**src/rtl/mmm_pkg.sv**
```systemverilog
// Shared core-wide constants.
package mmm_pkg;
  localparam int unsigned XLEN = 32;
endpackage

```
**src/rtl/branch_resolve_queue_if.sv**
```systemverilog
// Fetch/execute/predictor-facing signals of branch_resolve_queue.
interface branch_resolve_queue_if;
    import mmm_pkg::XLEN;

    logic            flush_i;
    logic            push_valid_i;
    logic            push_ready_o;
    logic [XLEN-1:0] push_pc_i;
    logic            push_taken_i;
    logic [XLEN-1:0] push_target_i;
    logic            ex_valid_i;
    logic            ex_ready_o;
    logic            ex_taken_i;
    logic [XLEN-1:0] ex_target_i;
    logic            res_valid_o;
    logic [XLEN-1:0] res_pc_o;
    logic            res_taken_o;
    logic            mispredict_o;
    logic [XLEN-1:0] redirect_pc_o;

    modport master (
        output flush_i, push_valid_i, push_pc_i, push_taken_i, push_target_i,
        output ex_valid_i, ex_taken_i, ex_target_i,
        input  push_ready_o, ex_ready_o,
        input  res_valid_o, res_pc_o, res_taken_o, mispredict_o, redirect_pc_o
    );

    modport slave (
        input  flush_i, push_valid_i, push_pc_i, push_taken_i, push_target_i,
        input  ex_valid_i, ex_taken_i, ex_target_i,
        output push_ready_o, ex_ready_o,
        output res_valid_o, res_pc_o, res_taken_o, mispredict_o, redirect_pc_o
    );
endinterface

```
**src/rtl/branch_resolve_queue.sv**
```systemverilog
// In-order queue of predicted branches; retires the head on resolution and squashes on mispredict.
// Optional BRQ_STATS_EN adds saturating branch/mispredict counters.
module branch_resolve_queue #(
    parameter int unsigned DEPTH = 4
) (
    input  logic                      clk_i,
    input  logic                      rst_n_i,
    branch_resolve_queue_if.slave     bus,
    output logic [$clog2(DEPTH):0]    count_o,
    output logic                      empty_o
`ifdef BRQ_STATS_EN
    ,
    output logic [31:0]               n_branches_o,
    output logic [31:0]               n_mispred_o
`endif
);
    import mmm_pkg::XLEN;

    localparam int unsigned IdxW = $clog2(DEPTH);
    localparam int unsigned PtrW = IdxW + 1;

    logic [XLEN-1:0]  pc_q     [DEPTH];
    logic [XLEN-1:0]  target_q [DEPTH];
    logic [DEPTH-1:0] taken_q;

    logic [PtrW-1:0] wptr_q, wptr_d, rptr_q, rptr_d;
    logic            res_valid_q, res_valid_d;
    logic [XLEN-1:0] res_pc_q, res_pc_d;
    logic            res_taken_q, res_taken_d;
    logic            mispredict_q, mispredict_d;
    logic [XLEN-1:0] redirect_q, redirect_d;

    logic            full, empty, push_fire, pop_fire, mispred_now;
    logic [IdxW-1:0] ridx, widx;
    logic [XLEN-1:0] head_pc, head_target, redirect_now;
    logic            head_taken;

    assign ridx        = rptr_q[IdxW-1:0];
    assign widx        = wptr_q[IdxW-1:0];
    assign full        = (ridx == widx) && (rptr_q[IdxW] != wptr_q[IdxW]);
    assign empty       = (rptr_q == wptr_q);
    assign push_fire   = bus.push_valid_i && !full;
    assign pop_fire    = bus.ex_valid_i && !empty;
    assign head_pc     = pc_q[ridx];
    assign head_target = target_q[ridx];
    assign head_taken  = taken_q[ridx];

    assign mispred_now  = pop_fire && ((head_taken != bus.ex_taken_i) ||
                          (bus.ex_taken_i && (head_target != bus.ex_target_i)));
    assign redirect_now = bus.ex_taken_i ? bus.ex_target_i : head_pc + XLEN'(4);

    always_comb begin
        wptr_d       = wptr_q;
        rptr_d       = rptr_q;
        res_valid_d  = 1'b0;
        mispredict_d = 1'b0;
        res_pc_d     = res_pc_q;
        res_taken_d  = res_taken_q;
        redirect_d   = redirect_q;
        if (bus.flush_i) begin
            wptr_d      = '0;
            rptr_d      = '0;
            res_pc_d    = '0;
            res_taken_d = 1'b0;
            redirect_d  = '0;
        end else begin
            if (pop_fire) begin
                rptr_d       = rptr_q + PtrW'(1);
                res_valid_d  = 1'b1;
                res_pc_d     = head_pc;
                res_taken_d  = bus.ex_taken_i;
                mispredict_d = mispred_now;
                redirect_d   = redirect_now;
            end
            // A mispredict empties the queue, dropping any same-cycle wrong-path push.
            if (mispred_now) begin
                wptr_d = rptr_d;
            end else if (push_fire) begin
                wptr_d = wptr_q + PtrW'(1);
            end
        end
    end

    always_ff @(posedge clk_i or negedge rst_n_i) begin
        if (!rst_n_i) begin
            wptr_q       <= '0;
            rptr_q       <= '0;
            res_valid_q  <= 1'b0;
            res_pc_q     <= '0;
            res_taken_q  <= 1'b0;
            mispredict_q <= 1'b0;
            redirect_q   <= '0;
        end else begin
            wptr_q       <= wptr_d;
            rptr_q       <= rptr_d;
            res_valid_q  <= res_valid_d;
            res_pc_q     <= res_pc_d;
            res_taken_q  <= res_taken_d;
            mispredict_q <= mispredict_d;
            redirect_q   <= redirect_d;
        end
    end

    // Payload storage needs no reset; validity is tracked by the pointers.
    always_ff @(posedge clk_i) begin
        if (push_fire && !bus.flush_i && !mispred_now) begin
            pc_q[widx]     <= bus.push_pc_i;
            target_q[widx] <= bus.push_target_i;
            taken_q[widx]  <= bus.push_taken_i;
        end
    end

    assign bus.push_ready_o  = !full;
    assign bus.ex_ready_o    = !empty;
    assign bus.res_valid_o   = res_valid_q;
    assign bus.res_pc_o      = res_pc_q;
    assign bus.res_taken_o   = res_taken_q;
    assign bus.mispredict_o  = mispredict_q;
    assign bus.redirect_pc_o = redirect_q;
    assign count_o           = wptr_q - rptr_q;
    assign empty_o           = empty;

`ifdef BRQ_STATS_EN
    logic [31:0] n_branches_q, n_mispred_q;
    logic        pop_eff;

    assign pop_eff = pop_fire && !bus.flush_i;

    always_ff @(posedge clk_i or negedge rst_n_i) begin
        if (!rst_n_i) begin
            n_branches_q <= '0;
            n_mispred_q  <= '0;
        end else begin
            if (pop_eff && (n_branches_q != '1)) n_branches_q <= n_branches_q + 32'd1;
            if (pop_eff && mispred_now && (n_mispred_q != '1)) n_mispred_q <= n_mispred_q + 32'd1;
        end
    end

    assign n_branches_o = n_branches_q;
    assign n_mispred_o  = n_mispred_q;
`endif
endmodule
```
**src/flat_wrapper.sv**
```systemverilog
// flat-port wrapper written by rule: the top's interface ports become plain ports
module branch_resolve_queue_flat import mmm_pkg::XLEN;
#(
    parameter int unsigned DEPTH = 4
)
  (clk_i, rst_n_i, count_o, empty_o, bus_flush_i, bus_push_valid_i, bus_push_pc_i, bus_push_taken_i, bus_push_target_i, bus_ex_valid_i, bus_ex_taken_i, bus_ex_target_i, bus_push_ready_o, bus_ex_ready_o, bus_res_valid_o, bus_res_pc_o, bus_res_taken_o, bus_mispredict_o, bus_redirect_pc_o);
  branch_resolve_queue_if bus_i ();
  input  logic clk_i;
  input  logic rst_n_i;
  output logic [$clog2(DEPTH):0] count_o;
  output logic empty_o;
  input wire logic [$bits(bus_i.flush_i)-1:0] bus_flush_i;
  input wire logic [$bits(bus_i.push_valid_i)-1:0] bus_push_valid_i;
  input wire logic [$bits(bus_i.push_pc_i)-1:0] bus_push_pc_i;
  input wire logic [$bits(bus_i.push_taken_i)-1:0] bus_push_taken_i;
  input wire logic [$bits(bus_i.push_target_i)-1:0] bus_push_target_i;
  input wire logic [$bits(bus_i.ex_valid_i)-1:0] bus_ex_valid_i;
  input wire logic [$bits(bus_i.ex_taken_i)-1:0] bus_ex_taken_i;
  input wire logic [$bits(bus_i.ex_target_i)-1:0] bus_ex_target_i;
  output wire logic [$bits(bus_i.push_ready_o)-1:0] bus_push_ready_o;
  output wire logic [$bits(bus_i.ex_ready_o)-1:0] bus_ex_ready_o;
  output wire logic [$bits(bus_i.res_valid_o)-1:0] bus_res_valid_o;
  output wire logic [$bits(bus_i.res_pc_o)-1:0] bus_res_pc_o;
  output wire logic [$bits(bus_i.res_taken_o)-1:0] bus_res_taken_o;
  output wire logic [$bits(bus_i.mispredict_o)-1:0] bus_mispredict_o;
  output wire logic [$bits(bus_i.redirect_pc_o)-1:0] bus_redirect_pc_o;
  assign bus_i.flush_i = bus_flush_i;
  assign bus_i.push_valid_i = bus_push_valid_i;
  assign bus_i.push_pc_i = bus_push_pc_i;
  assign bus_i.push_taken_i = bus_push_taken_i;
  assign bus_i.push_target_i = bus_push_target_i;
  assign bus_i.ex_valid_i = bus_ex_valid_i;
  assign bus_i.ex_taken_i = bus_ex_taken_i;
  assign bus_i.ex_target_i = bus_ex_target_i;
  assign bus_push_ready_o = bus_i.push_ready_o;
  assign bus_ex_ready_o = bus_i.ex_ready_o;
  assign bus_res_valid_o = bus_i.res_valid_o;
  assign bus_res_pc_o = bus_i.res_pc_o;
  assign bus_res_taken_o = bus_i.res_taken_o;
  assign bus_mispredict_o = bus_i.mispredict_o;
  assign bus_redirect_pc_o = bus_i.redirect_pc_o;
  branch_resolve_queue #(.DEPTH(DEPTH)) u_core (.clk_i(clk_i), .rst_n_i(rst_n_i), .bus(bus_i), .count_o(count_o), .empty_o(empty_o));
endmodule
```
**config.mk**
```make
export PLATFORM = sky130hd
export DESIGN_NAME = branch_resolve_queue_flat
export DESIGN_NICKNAME = d
export VERILOG_FILES = /design/src/rtl/mmm_pkg.sv /design/src/rtl/branch_resolve_queue_if.sv /design/src/rtl/branch_resolve_queue.sv /design/src/flat_wrapper.sv
export SDC_FILE = /design/constraint.sdc
export NUM_CORES = 1
export LEC_CHECK = 0
export BUFFER_PORTS_ARGS = -buffer_cell sky130_fd_sc_hd__buf_2
export CAP_MARGIN = 25
export CELL_PAD_IN_SITES_DETAIL_PLACEMENT = 1
export CELL_PAD_IN_SITES_GLOBAL_PLACEMENT = 1
export CORE_MARGIN = 1
export CORE_UTILIZATION = 52
export CTS_CLUSTER_DIAMETER = 200
export DETAILED_ROUTE_END_ITERATION = 10
export PLACE_DENSITY_LB_ADDON = 0.2
export SYNTH_ARGS = -nofsm -noshare
export SYNTH_HDL_FRONTEND = slang
export SYNTH_SLANG_ARGS = --single-unit
```
**constraint.sdc**
```tcl
create_clock -name clk_i -period 18 [get_ports clk_i]
set_input_delay 2.7 -clock clk_i [delete_from_list [all_inputs] [get_ports clk_i]]
set_output_delay 2.7 -clock clk_i [all_outputs]
set_load 0.02 [all_outputs]
```
==> impl_metrics.yaml, run 1 <==
global_route:
  met3_usage: 0.0432
  grt_usage: 0.273
  grt_pass1_wl_um: 53000
  top_usage_layer: "met2"
  use_met1: 0.378
  grt_remaining_overflow: 0
  gr-usage-met2: 0.443
  antenna_found_initial: 3
  grt_max_degree: 74
  grt_pass1_vias: 8516
setup_path:
  worstPathMaxFanout: 54
  worstSetupPathType: "in2reg"
  crit_required_ps: 18130
  endpoint_kind: "flip-flop"
  ff2ff_path_depth: 9
  timing.rr.end: "u_core.target_q[3][1]"
  startpoint: "bus_ex_taken_i"
  crit_arrival_ps: 6090
  r2r-start: "u_core.rptr_q[0]"
  rrSetupSlack_ps: 12370
  startpoint_type: "input port"
sta:
  fmax_mhz: 168
  fin_ws_ps: 12040
  min_period_ps: 5960
  drv_slew: 0
  finalSetupViolCount: 0
  fin_setup_tns_ps: 0
  post-route-period-util: 0.331
  worstMarginPinSlew_ps: 949
  fin_skew_ps: 10.7
  rsz0062_at_grt: "false"
  hold_violations: 0
  max_slew_margin: 0.367
final_layout:
  fillers: 2452
  instances_no_fill: 1391
  area_delta_synth_final_pct: 16.6
  nNetsFinal: 1143
  multi_input_area_um2: 3840
  register_area_um2: 9640
  final_area_um2: 16000
  drive_gt1_frac: 0.281
synthesis:
  ys_ff_latch: 333
  seq_area_frac_synth: 0.700
  synthTopCellsByCount: "260 x edfxtp_1, 116 x nand2_1, 73 x dfrtp_1, 49 x mux4_2, 47 x a21oi_1"
  yosysUniqueCellTypes: 49
  syn_avg_cell_area_um2: 16.2
  synth-edff-count: 260
  yosys-top-cells-area: "edfxtp_1 57%, dfrtp_1 13%, mux4_2 8.0%, nand2_1 3.2%, xor2_1 2.1%"
  syn_area_um2: 13800
  ys_warn_count: 0
  yosys.area.top_type: "edfxtp_1"
  synth_nets: 960
  synth.top_cell.area_share: 0.568
  yosysMostFrequentCell: "edfxtp_1"
  async_reset_ff_frac: 0.219
  synth_ff_type: "edfxtp_1"
  synth_cells: 848
worst_hold_path:
  hold_path_class: "reg2reg"
  whs_endpoint: "u_core.bus.res_taken_o"
  hold_depth: 1
  min_from: "u_core.bus.res_taken_o"
route:
  firstDrtPassIters: 5
  wirelength_um: 35800
  viasPerCell: 5.87
  via_count: 8161
  ant_nets: 0
  wire_per_inst_um: 25.7
  drc_errors: 0
  drtIter0Drc: 683
floorplanning:
  rows: 59
  coreArea_um2: 26000
  die_x_um: 165
  initial_core_util: 0.529
  die-area_um2: 27100
  die_y_um: 165
  io_pins: 176
cts:
  cts_hold_buf: 0
  clock_latency_ps: 510
  post_cts_resized: 0
  tritoncts: "yes"
  post_cts_buffers: 0
  numClockSinks: 333
  h-tree-depth: 2
  numCtsBuffers: 35
  clkSlewWorstSetupHoldPaths_ps: 60
  cts_root_buf: "clkbuf_16"
  clk_path_buf_depth: 3
pwr:
  p_total_w: 0.00233
  peakVddDrop_uv: 156
  powerDensity_nw_per_um2: 145
  p_leak_nw: 5.86
place:
  port_buffers: 175
  gp_congestion: 0.860
  dpl_cell_area_um2: 14900
  dp.cells: 1328
  dp_hpwl_um: 24200
  pre_cts_ws_ps: 11540
run_status:
  status: "finished clean"
run:
  maxCapViolCount: 0
worst max-delay path by stage:
stage | endpoint | slack (ps) | cells past startpoint
final | u_core.target_q[3][1] | 12040 | 7
after global routing | u_core.target_q[3][0] | 11790 | 7
after CTS | u_core.target_q[3][12] | 12040 | 7
after detailed placement | u_core.pc_q[3][11] | 11540 | 7
after global placement | u_core.target_q[3][16] | 11520 | 7
after floorplan | u_core.pc_q[3][0] | 10060 | 8
flip-flops by register name, summed over array words and instances, names as in the netlist:
signal / flops
u_core.bus.res_pc_o: 32
u_core.bus.res_taken_o: 1
u_core.bus.redirect_pc_o: 32
u_core.rptr_q: 3
u_core.taken_q: 4
u_core.pc_q: 128
u_core.bus.mispredict_o: 1
u_core.wptr_q: 3
u_core.target_q: 128
u_core.bus.res_valid_o: 1
final cells by class:
cell class,instances,area share
Antenna cell,2,0.000312
Clock buffer,48,0.0616
Clock inverter,12,0.00640
Inverter,10,0.00234
Multi-Input combinational cell,463,0.240
Sequential cell,333,0.601
Tap cell,335,0.0261
Timing Repair Buffer,188,0.0626
cell families after synthesis:
kind of cell	synth area share
DFF	0.700
xor gates and xnor gates	0.0401
buffers and inverters	0.0236
AOI/OAI and AO/OA	0.0483
and+or+nand+nor	0.0668
muxes	0.112
adders and majority gates	0.00873
through the flow:
step | utilization | hold WS [ps]
after global placement | 0.573 | 465
after global routing | 0.617 | 509
after floorplan | - | 564
final | 0.617 | 479
after detailed placement | 0.574 | 464
after CTS | 0.616 | 479
metal layers:
metal / share of wire / wire, µm
met2: 0.49 / 17600
met4: 0.029 / 1040
met1: 0.42 / 15000
met3: 0.061 / 2190
met5: 0 / 0
layout by cell type (no fill, tap or decap), drive strengths merged, types with 3 or more instances in the layout:
cell type and instances:
a21oi 47, a22oi 15, a31oi 6, and2 5, and3 5, and4 3, buf 188, clkbuf 48
clkinv 10, dfrtp 73, edfxtp 260, ha 8, inv 10, mux2 4, mux2i 20, mux4 56
nand2 116, nand3 12, nand4 11, nor2 27, nor3 10, nor4b 5, o211ai 5, o21ai 23
o22ai 3, xnor2 30, xor2 33
critical path: stages:
cell     delay (ps)
buf_2           350
inv_1           380
nor4_1          360
nand4_1         120
o221a_1         450
nor4b_4         860
buf_4           750
power by group:
group / switching [W] / leakage, nW / total [W] / internal [W]
Combinational: 0.000405 / 1.97 / 0.000625 / 0.000220
Sequential: 0.0000678 / 3.35 / 0.00101 / 0.000946
Clock: 0.000280 / 0.534 / 0.000690 / 0.000410
Total: 0.000753 / 5.86 / 0.00233 / 0.00158
No activity file was read; power rests on OpenSTA's default activity.
==> run 2, diff against run 1 <==
- CORE_UTILIZATION: 52 -> 49
- clock period: 18 -> 5.7 ns (I/O delays scaled with it)
==> impl_metrics.yaml, run 2 (synthesis results as in run 1) <==
run_status:
  status: "finished clean"
global_route:
  met3_usage: 0.0476
  gr-usage-met2: 0.427
  grt_remaining_overflow: 0
  top_usage_layer: "met2"
  antenna_found_initial: 1
  grt_pass1_wl_um: 55400
  grt_usage: 0.266
  grt_pass1_vias: 8884
  use_met1: 0.367
  grt_max_degree: 74
cts:
  post_cts_resized: 0
  tritoncts: "yes"
  clkSlewWorstSetupHoldPaths_ps: 60
  clk_path_buf_depth: 3
  post_cts_buffers: 0
  clock_latency_ps: 530
  h-tree-depth: 2
  cts_root_buf: "clkbuf_16"
  numClockSinks: 333
  numCtsBuffers: 37
  cts_hold_buf: 0
floorplanning:
  die_y_um: 170
  rows: 60
  coreArea_um2: 27300
  die-area_um2: 28700
  initial_core_util: 0.505
  die_x_um: 170
  io_pins: 176
setup_path:
  r2r-start: "u_core.rptr_q[0]"
  crit_required_ps: 5850
  worstSetupPathType: "reg2reg"
  worstPathMaxFanout: 44
  crit_arrival_ps: 4630
  endpoint_kind: "flip-flop"
  rrSetupSlack_ps: 1220
  ff2ff_path_depth: 8
  timing.rr.end: "u_core.target_q[2][18]"
  startpoint_type: "flip-flop"
place:
  gp_congestion: 0.788
  pre_cts_ws_ps: 1230
  dp_hpwl_um: 24900
  port_buffers: 175
  dpl_cell_area_um2: 15000
route:
  wire_per_inst_um: 26.0
  wirelength_um: 37400
  drtIter0Drc: 716
  viasPerCell: 5.81
  firstDrtPassIters: 5
  via_count: 8367
  ant_nets: 0
  drc_errors: 0
run:
  maxCapViolCount: 0
sta:
  fin_skew_ps: 16.6
  min_period_ps: 4480
  fin_setup_tns_ps: 0
  rsz0062_at_grt: "false"
  post-route-period-util: 0.786
  hold_violations: 0
  fmax_mhz: 223
  worstMarginPinSlew_ps: 880
  drv_slew: 0
  fin_ws_ps: 1220
  finalSetupViolCount: 0
  max_slew_margin: 0.412
final_layout:
  reg.largest.list: "u_core.pc_q: 128 flops, u_core.target_q: 128 flops"
  drive_gt1_frac: 0.291
  layout_common_cells: "260 x edfxtp_1, 174 x buf_2, 115 x nand2_1"
  final_util: 0.596
  layout_commonest_cell: "edfxtp_1"
  final_area_um2: 16300
  nNetsFinal: 1151
  area_delta_synth_final_pct: 18.1
pwr:
  powerDensity_nw_per_um2: 463
  peakVddDrop_uv: 288
  p_total_w: 0.00753
  p_leak_nw: 5.94
worst_hold_path:
  hold_path_class: "in2async"
run 2: changes by cell type in the layout (fill, tap and decap cells not counted), moves of 2 or more:
cell / delta
buf_4: +6
clkinv_1: -4
clkbuf_1: +3
buf_12: +2
buf_6: -2
clkbuf_16: +2
clkinv_2: +2
clkinvlp_4: +2
run 2: per-stage QoR:
stage | std cells | hold slack [ps]
after global placement | 1371 | 466
after detailed placement | 1371 | 465
after floorplan | 848 | 559
after global routing | 1439 | 230
final | 1440 | 215
after CTS | 1438 | 478
run 2: worst max-delay path, cell delays in order, from the launching register on:
cell and delay (ps):
dfrtp_4 880, buf_4 350, mux4_2 530, xor2_1 150, a2111oi_1 480, nand4_1 210, o221a_1 480, nor4b_4 350
buf_4 600
run 2: area by class of cell:
| class | count | area (µm²) |
|---|---|---|
| Antenna cell | 1 | 2.50 |
| Clock buffer | 53 | 1050 |
| Clock inverter | 14 | 151 |
| Fill cell | 2583 | 11000 |
| Inverter | 10 | 37.5 |
| Multi-Input combinational cell | 463 | 3840 |
| Sequential cell | 333 | 9640 |
| Tap cell | 372 | 465 |
| Timing Repair Buffer | 194 | 1070 |
run 2: metal layers:
metal | part of all wire | routed length, µm | vias to the layer above
met2 | 0.48 | 17800 | 345
met1 | 0.43 | 15900 | 4334
met4 | 0.031 | 1170 | 0
li1 | - | - | 3632
met3 | 0.066 | 2470 | 56
met5 | 0 | 0 | -
run 2: how the worst max path moves through the flow:
stage / startpoint / to / slack [ps] / cells after the start
2_1_floorplan: u_core.rptr_q[0] / u_core.pc_q[3][0] / -610 / 10
3_3_place_gp: u_core.rptr_q[0] / u_core.target_q[1][22] / 1350 / 8
3_5_place_dp: u_core.rptr_q[0] / u_core.pc_q[1][19] / 1230 / 8
4_1_cts: u_core.rptr_q[0] / u_core.target_q[1][22] / 1200 / 8
5_1_grt: u_core.rptr_q[0] / u_core.target_q[2][22] / 1030 / 8
6_report: u_core.rptr_q[0] / u_core.target_q[2][18] / 1220 / 8
run 2: report_power, final:
part | internal [W] | switching [W] | total [W]
Sequential | 0.00298 | 0.000201 | 0.00319
Combinational | 0.000710 | 0.00127 | 0.00198
Clock | 0.00142 | 0.000951 | 0.00237
Total | 0.00511 | 0.00242 | 0.00753
